$ cat src/rtl/core_quant_pack_if.sv
// Bundle of the configuration, accumulator-side and packed-output signals of core_quant_pack.
// master drives config/data/ready; slave is the quantizer/packer itself.
interface core_quant_pack_if #(
  parameter int IDATA_BIT = 32,
  parameter int ODATA_BIT = 8,
  parameter int SCALE_BIT = 16,
  parameter int SHIFT_BIT = 6,
  parameter int PACK_NUM  = 4
);
  logic        [SCALE_BIT-1:0]          cfg_quant_scale;
  logic        [SHIFT_BIT-1:0]          cfg_quant_shift;
  logic signed [ODATA_BIT-1:0]          cfg_quant_zp;
  logic signed [IDATA_BIT-1:0]          idata;
  logic                                 idata_valid;
  logic                                 flush;
  logic        [ODATA_BIT*PACK_NUM-1:0] odata;
  logic                                 odata_valid;
  logic                                 odata_ready;
  logic                                 err_overflow;

  modport master (
    output cfg_quant_scale, cfg_quant_shift, cfg_quant_zp,
    output idata, idata_valid, flush, odata_ready,
    input  odata, odata_valid, err_overflow
  );

  modport slave (
    input  cfg_quant_scale, cfg_quant_shift, cfg_quant_zp,
    input  idata, idata_valid, flush, odata_ready,
    output odata, odata_valid, err_overflow
  );
endinterface

$ cat src/rtl/core_quant_pack.sv
// Requantizes signed accumulator results (scale, round-half-up shift, zero-point, saturate),
// packs PACK_NUM lanes per word and buffers words in a 2-entry FIFO with a sticky drop flag.
module core_quant_pack #(
  parameter int IDATA_BIT = 32,
  parameter int ODATA_BIT = 8,
  parameter int SCALE_BIT = 16,
  parameter int SHIFT_BIT = 6,
  parameter int PACK_NUM  = 4
) (
  input  logic             clk,
  input  logic             rstn,
  core_quant_pack_if.slave bus
);

  localparam int PROD_W = IDATA_BIT + SCALE_BIT + 1;
  localparam int RND_W  = PROD_W + 1;
  localparam int SUM_W  = RND_W + 1;
  localparam int WORD_W = ODATA_BIT * PACK_NUM;
  localparam int LANE_W = $clog2(PACK_NUM);

  localparam logic signed [SUM_W-1:0] Q_MAX = SUM_W'((2 ** (ODATA_BIT - 1)) - 1);
  localparam logic signed [SUM_W-1:0] Q_MIN = SUM_W'(-(2 ** (ODATA_BIT - 1)));

  function automatic logic signed [RND_W-1:0] round_shift(
    input logic signed [PROD_W-1:0] p,
    input logic        [SHIFT_BIT-1:0] sh
  );
    logic signed [RND_W-1:0] ext;
    logic signed [RND_W-1:0] bias;
    ext = RND_W'(p);
    if (sh == '0) return ext;
    bias = RND_W'(1) <<< (sh - SHIFT_BIT'(1));
    return (ext + bias) >>> sh;
  endfunction

  function automatic logic signed [ODATA_BIT-1:0] saturate(input logic signed [SUM_W-1:0] s);
    if (s > Q_MAX) return Q_MAX[ODATA_BIT-1:0];
    if (s < Q_MIN) return Q_MIN[ODATA_BIT-1:0];
    return s[ODATA_BIT-1:0];
  endfunction

  // ---- stage 1: multiply by unsigned scale ----
  logic signed [PROD_W-1:0] prod_p1_d, prod_p1_q;
  logic                     vld_p1_q, flush_p1_q;

  always_comb begin
    prod_p1_d = PROD_W'(bus.idata) * PROD_W'($signed({1'b0, bus.cfg_quant_scale}));
  end

  always_ff @(posedge clk) begin
    prod_p1_q <= prod_p1_d;
  end

  always_ff @(posedge clk or negedge rstn) begin
    if (!rstn) begin
      vld_p1_q   <= 1'b0;
      flush_p1_q <= 1'b0;
    end else begin
      vld_p1_q   <= bus.idata_valid;
      flush_p1_q <= bus.flush;
    end
  end

  // ---- stage 2: round, shift, zero-point, saturate ----
  logic signed [RND_W-1:0]     r_p2;
  logic signed [SUM_W-1:0]     s_p2;
  logic signed [ODATA_BIT-1:0] q_p2_d, q_p2_q;
  logic                        vld_p2_q, flush_p2_q;

  always_comb begin
    r_p2   = round_shift(prod_p1_q, bus.cfg_quant_shift);
    s_p2   = SUM_W'(r_p2) + SUM_W'(bus.cfg_quant_zp);
    q_p2_d = saturate(s_p2);
  end

  always_ff @(posedge clk) begin
    q_p2_q <= q_p2_d;
  end

  always_ff @(posedge clk or negedge rstn) begin
    if (!rstn) begin
      vld_p2_q   <= 1'b0;
      flush_p2_q <= 1'b0;
    end else begin
      vld_p2_q   <= vld_p1_q;
      flush_p2_q <= flush_p1_q;
    end
  end

  // ---- stage 3: lane packing ----
  logic [LANE_W-1:0] lane_cnt_d, lane_cnt_q;
  logic [WORD_W-1:0] pack_d, pack_q, word_w;
  logic              push;

  always_comb begin
    word_w = pack_q;
    for (int i = 0; i < PACK_NUM; i++) begin
      if (vld_p2_q && lane_cnt_q == LANE_W'(i)) word_w[i*ODATA_BIT +: ODATA_BIT] = q_p2_q;
    end
    push = (vld_p2_q && lane_cnt_q == LANE_W'(PACK_NUM - 1)) ||
           (flush_p2_q && (lane_cnt_q != '0 || vld_p2_q));
    lane_cnt_d = lane_cnt_q;
    pack_d     = pack_q;
    // A completed word always restarts the packer, whether or not the FIFO took it.
    if (push) begin
      lane_cnt_d = '0;
      pack_d     = '0;
    end else if (vld_p2_q) begin
      lane_cnt_d = lane_cnt_q + LANE_W'(1);
      pack_d     = word_w;
    end
  end

  always_ff @(posedge clk or negedge rstn) begin
    if (!rstn) begin
      lane_cnt_q <= '0;
      pack_q     <= '0;
    end else begin
      lane_cnt_q <= lane_cnt_d;
      pack_q     <= pack_d;
    end
  end

  // ---- output FIFO (2 entries) ----
  logic [WORD_W-1:0] mem_q [2];
  logic              wr_ptr_d, wr_ptr_q, rd_ptr_d, rd_ptr_q;
  logic [1:0]        cnt_d, cnt_q;
  logic              pop, accept, err_d, err_q;

  always_comb begin
    pop    = (cnt_q != 2'd0) && bus.odata_ready;
    accept = push && ((cnt_q != 2'd2) || pop);
    wr_ptr_d = accept ? ~wr_ptr_q : wr_ptr_q;
    rd_ptr_d = pop ? ~rd_ptr_q : rd_ptr_q;
    case ({accept, pop})
      2'b10:   cnt_d = cnt_q + 2'd1;
      2'b01:   cnt_d = cnt_q - 2'd1;
      default: cnt_d = cnt_q;
    endcase
    err_d = err_q | (push & ~accept);
  end

  always_ff @(posedge clk) begin
    if (accept) mem_q[wr_ptr_q] <= word_w;
  end

  always_ff @(posedge clk or negedge rstn) begin
    if (!rstn) begin
      wr_ptr_q <= 1'b0;
      rd_ptr_q <= 1'b0;
      cnt_q    <= 2'd0;
      err_q    <= 1'b0;
    end else begin
      wr_ptr_q <= wr_ptr_d;
      rd_ptr_q <= rd_ptr_d;
      cnt_q    <= cnt_d;
      err_q    <= err_d;
    end
  end

  // Head is gated by occupancy so odata reads 0 out of reset without clearing the storage.
  assign bus.odata        = (cnt_q != 2'd0) ? mem_q[rd_ptr_q] : '0;
  assign bus.odata_valid  = (cnt_q != 2'd0);
  assign bus.err_overflow = err_q;

endmodule

$ cat src/flat_wrapper.sv
// flat-port wrapper written by rule: the top's interface ports become plain ports
module core_quant_pack_flat 
#(
  parameter int IDATA_BIT = 32,
  parameter int ODATA_BIT = 8,
  parameter int SCALE_BIT = 16,
  parameter int SHIFT_BIT = 6,
  parameter int PACK_NUM  = 4
)
  (clk, rstn, bus_cfg_quant_scale, bus_cfg_quant_shift, bus_cfg_quant_zp, bus_idata, bus_idata_valid, bus_flush, bus_odata_ready, bus_odata, bus_odata_valid, bus_err_overflow);
  core_quant_pack_if #(.IDATA_BIT(IDATA_BIT), .ODATA_BIT(ODATA_BIT), .SCALE_BIT(SCALE_BIT), .SHIFT_BIT(SHIFT_BIT), .PACK_NUM(PACK_NUM)) bus_i ();
  input  logic clk;
  input  logic rstn;
  input wire logic [$bits(bus_i.cfg_quant_scale)-1:0] bus_cfg_quant_scale;
  input wire logic [$bits(bus_i.cfg_quant_shift)-1:0] bus_cfg_quant_shift;
  input wire logic [$bits(bus_i.cfg_quant_zp)-1:0] bus_cfg_quant_zp;
  input wire logic [$bits(bus_i.idata)-1:0] bus_idata;
  input wire logic [$bits(bus_i.idata_valid)-1:0] bus_idata_valid;
  input wire logic [$bits(bus_i.flush)-1:0] bus_flush;
  input wire logic [$bits(bus_i.odata_ready)-1:0] bus_odata_ready;
  output wire logic [$bits(bus_i.odata)-1:0] bus_odata;
  output wire logic [$bits(bus_i.odata_valid)-1:0] bus_odata_valid;
  output wire logic [$bits(bus_i.err_overflow)-1:0] bus_err_overflow;
  assign bus_i.cfg_quant_scale = bus_cfg_quant_scale;
  assign bus_i.cfg_quant_shift = bus_cfg_quant_shift;
  assign bus_i.cfg_quant_zp = bus_cfg_quant_zp;
  assign bus_i.idata = bus_idata;
  assign bus_i.idata_valid = bus_idata_valid;
  assign bus_i.flush = bus_flush;
  assign bus_i.odata_ready = bus_odata_ready;
  assign bus_odata = bus_i.odata;
  assign bus_odata_valid = bus_i.odata_valid;
  assign bus_err_overflow = bus_i.err_overflow;
  core_quant_pack #(.IDATA_BIT(IDATA_BIT), .ODATA_BIT(ODATA_BIT), .SCALE_BIT(SCALE_BIT), .SHIFT_BIT(SHIFT_BIT), .PACK_NUM(PACK_NUM)) u_core (.clk(clk), .rstn(rstn), .bus(bus_i));
endmodule
$ cat config.mk
export PLATFORM = sky130hd
export DESIGN_NAME = core_quant_pack_flat
export DESIGN_NICKNAME = d
export VERILOG_FILES = /design/src/rtl/core_quant_pack_if.sv /design/src/rtl/core_quant_pack.sv /design/src/flat_wrapper.sv
export SDC_FILE = /design/constraint.sdc
export NUM_CORES = 2
export LEC_CHECK = 0
export BUFFER_PORTS_ARGS = -buffer_cell sky130_fd_sc_hd__buf_2
export CAP_MARGIN = 20
export CORE_ASPECT_RATIO = 1.5
export CORE_MARGIN = 4
export CORE_UTILIZATION = 55
export CTS_BUF_LIST = sky130_fd_sc_hd__clkbuf_8
export DETAILED_ROUTE_END_ITERATION = 10
export PLACE_DENSITY = 0.75
export SLEW_MARGIN = 20
export SYNTH_ARGS = -nofsm -noshare
export SYNTH_HDL_FRONTEND = slang
export SYNTH_SLANG_ARGS = --single-unit
$ cat constraint.sdc
create_clock -name clk -period 20.2 [get_ports clk]
set_clock_uncertainty 0.15 [all_clocks]
set_input_delay 4.04 -clock clk [delete_from_list [all_inputs] [get_ports clk]]
set_output_delay 4.04 -clock clk [all_outputs]
set_load 0.01 [all_outputs]
==> results.sh <==
export IMPL_cpMaxStageDelayCell="xor2_1"
export IMPL_synthAdderAreaFrac_pct=36.58
export IMPL_die_height_um=314.5
export IMPL_place_gp_congestion=1.062
export IMPL_clock_latency_ps=510
export IMPL_final_setup_tns_ps=0
export IMPL_cap_violations=0
export IMPL_required_ps=20450
export IMPL_synth_simple_gate_area_share_pct=17.40
export IMPL_hpwlAfterDp_mm=86.64
export IMPL_core_area_mm2=0.06208
export IMPL_crit_type="in2reg"
export IMPL_worstPathMaxFanout=45
export IMPL_totalWireLength_mm=108.6
export IMPL_crit_arrival_ps=14780
export IMPL_tightest_slew_ps=1136
export IMPL_nNetsFinal=4774
export IMPL_vias=30160
export IMPL_setup_viol=0
export IMPL_antenna_found_initial=2
export IMPL_status="finished, final reports clean"
export IMPL_first_iter_violations=2540
export IMPL_synth_cell_types=116
export IMPL_cts_tree="yes"
export IMPL_start_kind="input pin"
export IMPL_syn_to_final_growth_pct=4.251
export IMPL_cpPeakStageDelay_ps=730
export IMPL_hold_path_class="reg2reg"
export IMPL_ys_seq_area_share_pct=12.02
export IMPL_syn_area_mm2=0.03443
export IMPL_ys_flop_type="edfxtp_1"
export IMPL_cts_resized=0
export IMPL_die_w_um=212.3
export IMPL_synth_fp_nets=4810
export IMPL_synth_xor_area_share_pct=3.408
export IMPL_port_buffers=100
export IMPL_grt_overflow=0
export IMPL_htreeDepth=4
export IMPL_cts_hold_buf=0
export IMPL_dieArea_mm2=0.06676
export IMPL_grt_pass1_vias=31850
export IMPL_drc=0
export IMPL_firstDrtPassIters=8
export IMPL_layout_commonest_cell="inv_1"
export IMPL_finalHoldViolations=0
export IMPL_layout_common_cells="575 x inv_1, 511 x nand2_1, 491 x fa_1, 249 x nor2_1, 225 x and2_1"
export IMPL_cts_buffers=17
export IMPL_timing_final_crit_period_ps=14530
export IMPL_grt_first_pass_wirelength_mm=172.5
export IMPL_synth_area_top_cells="fa_1 29%, ha_1 8.0%, inv_1 6.3%"
export IMPL_clock_sinks=164
export IMPL_synth_ff_latch_count=164
export IMPL_end_kind="flip-flop"
export IMPL_grt_max_degree=51
export IMPL_synth_top_family_by_area="adder cells"
export IMPL_viasPerCell=6.273
export IMPL_yosys_area_top_type="fa_1"
export IMPL_muxShareOfSynthArea_pct=5.087
export IMPL_postCtsSetupBuffers=0
export IMPL_synth_edf_count=64
export IMPL_timing_hold_ws_ps=243.6
export IMPL_routedWlPerCell_um=22.60
export IMPL_relSlewSlack_pct=23.44
export IMPL_clockBufferDepth=2
export IMPL_ios=101
export IMPL_synth_compound_area_share_pct=16.93
export IMPL_slew_violations=0
export IMPL_cts_root_buf="clkbuf_8"
export IMPL_cts_clk_slew_worst_paths_ps=120
export IMPL_postSynthAreaPerCell_um2=8.542
export IMPL_drive_gt1_share_pct=7.909
export IMPL_fmax_ghz=0.06882
export IMPL_rows=112
export IMPL_fin_crit_sh_pct=71.93
export IMPL_yosysWarnings=0
export IMPL_synthArstFlopShare_pct=26.22
export IMPL_start_util_pct=55.47
export IMPL_track_usage_pct=32.86
export IMPL_synth_top_area_share_pct=28.55
export IMPL_syn_inst=4031
export IMPL_postRouteAntennaNets=0
export IMPL_rsz0062_at_grt="false"
[metrics by stage]
step | area, µm² | setup slack, ps | std cells | utilization, %
6_report | 35900 | 5669 | 4807 | 57.83
5_1_grt | 35900 | 5389 | 4807 | 57.83
4_1_cts | 35890 | 6109 | 4806 | 57.81
3_5_place_dp | 35450 | 5578 | 4774 | 57.11
3_3_place_gp | 35450 | 5784 | 4774 | 57.10
2_1_floorplan | 34430 | 8650 | 4031 | -
[cell type report]
class | instances | area, µm²
multi-input cells | 3095 | 27360
clock inverters | 15 | 203.9
flip-flops and latches | 164 | 4140
well taps | 798 | 998.5
inverters | 578 | 2170
diodes | 1 | 2.502
clock buffers | 17 | 234.0
fillers | 5640 | 26180
repair buffers | 139 | 793.3
[critical path: cells and delay by family]
kind,cells,cell delay [ps]
xor+xnor,2,880
compound gates,12,3170
simple gates,13,4440
fa+ha+maj,2,750
buf+inv,6,1410
[synth_stat cells, drive strengths merged (10+ instances only)]
cell type	instances
o21ai	163
fa	491
ha	221
o21bai	23
a21o	75
buf	44
nor4	20
edfxtp	64
or3	11
o211a	28
o211ai	30
o21a	32
nand4	47
o22ai	21
nand2	514
xor2	50
mux2	54
nor3	58
mux4	17
a2111oi	10
xnor2	84
nor2b	17
nand3	41
a221o	12
dfxtp	57
a211oi	40
a21oi	223
and3	23
dfrtp	43
a22oi	13
o221ai	10
nand2b	15
and2	225
nor2	256
a21boi	14
clkbuf	150
a31oi	27
inv	577
o31ai	15
mux2i	76
[routing by layer]
layer | part of all wire (%) | up-vias | wire length [µm] | global-route usage (%)
li1 | - | 13380 | - | -
met1 | 36 | 14880 | 38610 | 37.14
met2 | 50 | 1414 | 54310 | 58.01
met3 | 6.7 | 476 | 7284 | 4.725
met4 | 7.7 | 2 | 8399 | 20.36
met5 | 0.015 | - | 16 | 0
[final timing paths]
kind,startpoint,endpoint,slack [ps],cells past startpoint
max in group asynchronous,rstn,u_core.rd_ptr_q,15700,1
max reg2reg,u_core.prod_p1_q[0],u_core.q_p2_q[5],11320,26
min,u_core.flush_p1_q,u_core.flush_p2_q,240,0
max,bus_cfg_quant_shift[0],u_core.q_p2_q[5],5670,35
min in group asynchronous,rstn,u_core.vld_p1_q,3520,1
min reg2reg,u_core.flush_p1_q,u_core.flush_p2_q,240,0
[flip-flops by register name, summed over array words and instances, names as in the netlist]
signal / cells
u_core.bus.err_overflow: 1
u_core.cnt_q: 2
u_core.flush_p1_q: 1
u_core.flush_p2_q: 1
u_core.lane_cnt_q: 2
u_core.mem_q: 64
u_core.pack_q: 32
u_core.prod_p1_q: 49
u_core.q_p2_q: 8
u_core.rd_ptr_q: 1
u_core.vld_p1_q: 1
u_core.vld_p2_q: 1
u_core.wr_ptr_q: 1
[cell families (layout without fill, tap and decap cells)]
family | count (synthesis) | after routing
adders and majority gates | 712 | 712
AOI/OAI and AO/OA | 838 | 838
muxes | 147 | 147
and+or+nand+nor | 1264 | 1264
DFF | 164 | 164
other | 0 | 1
buffers and inverters | 772 | 749
xor gates and xnor gates | 134 | 134
Power is not shown: default switching activity piles up to over one toggle a cycle in this logic, so the estimate is an artifact.
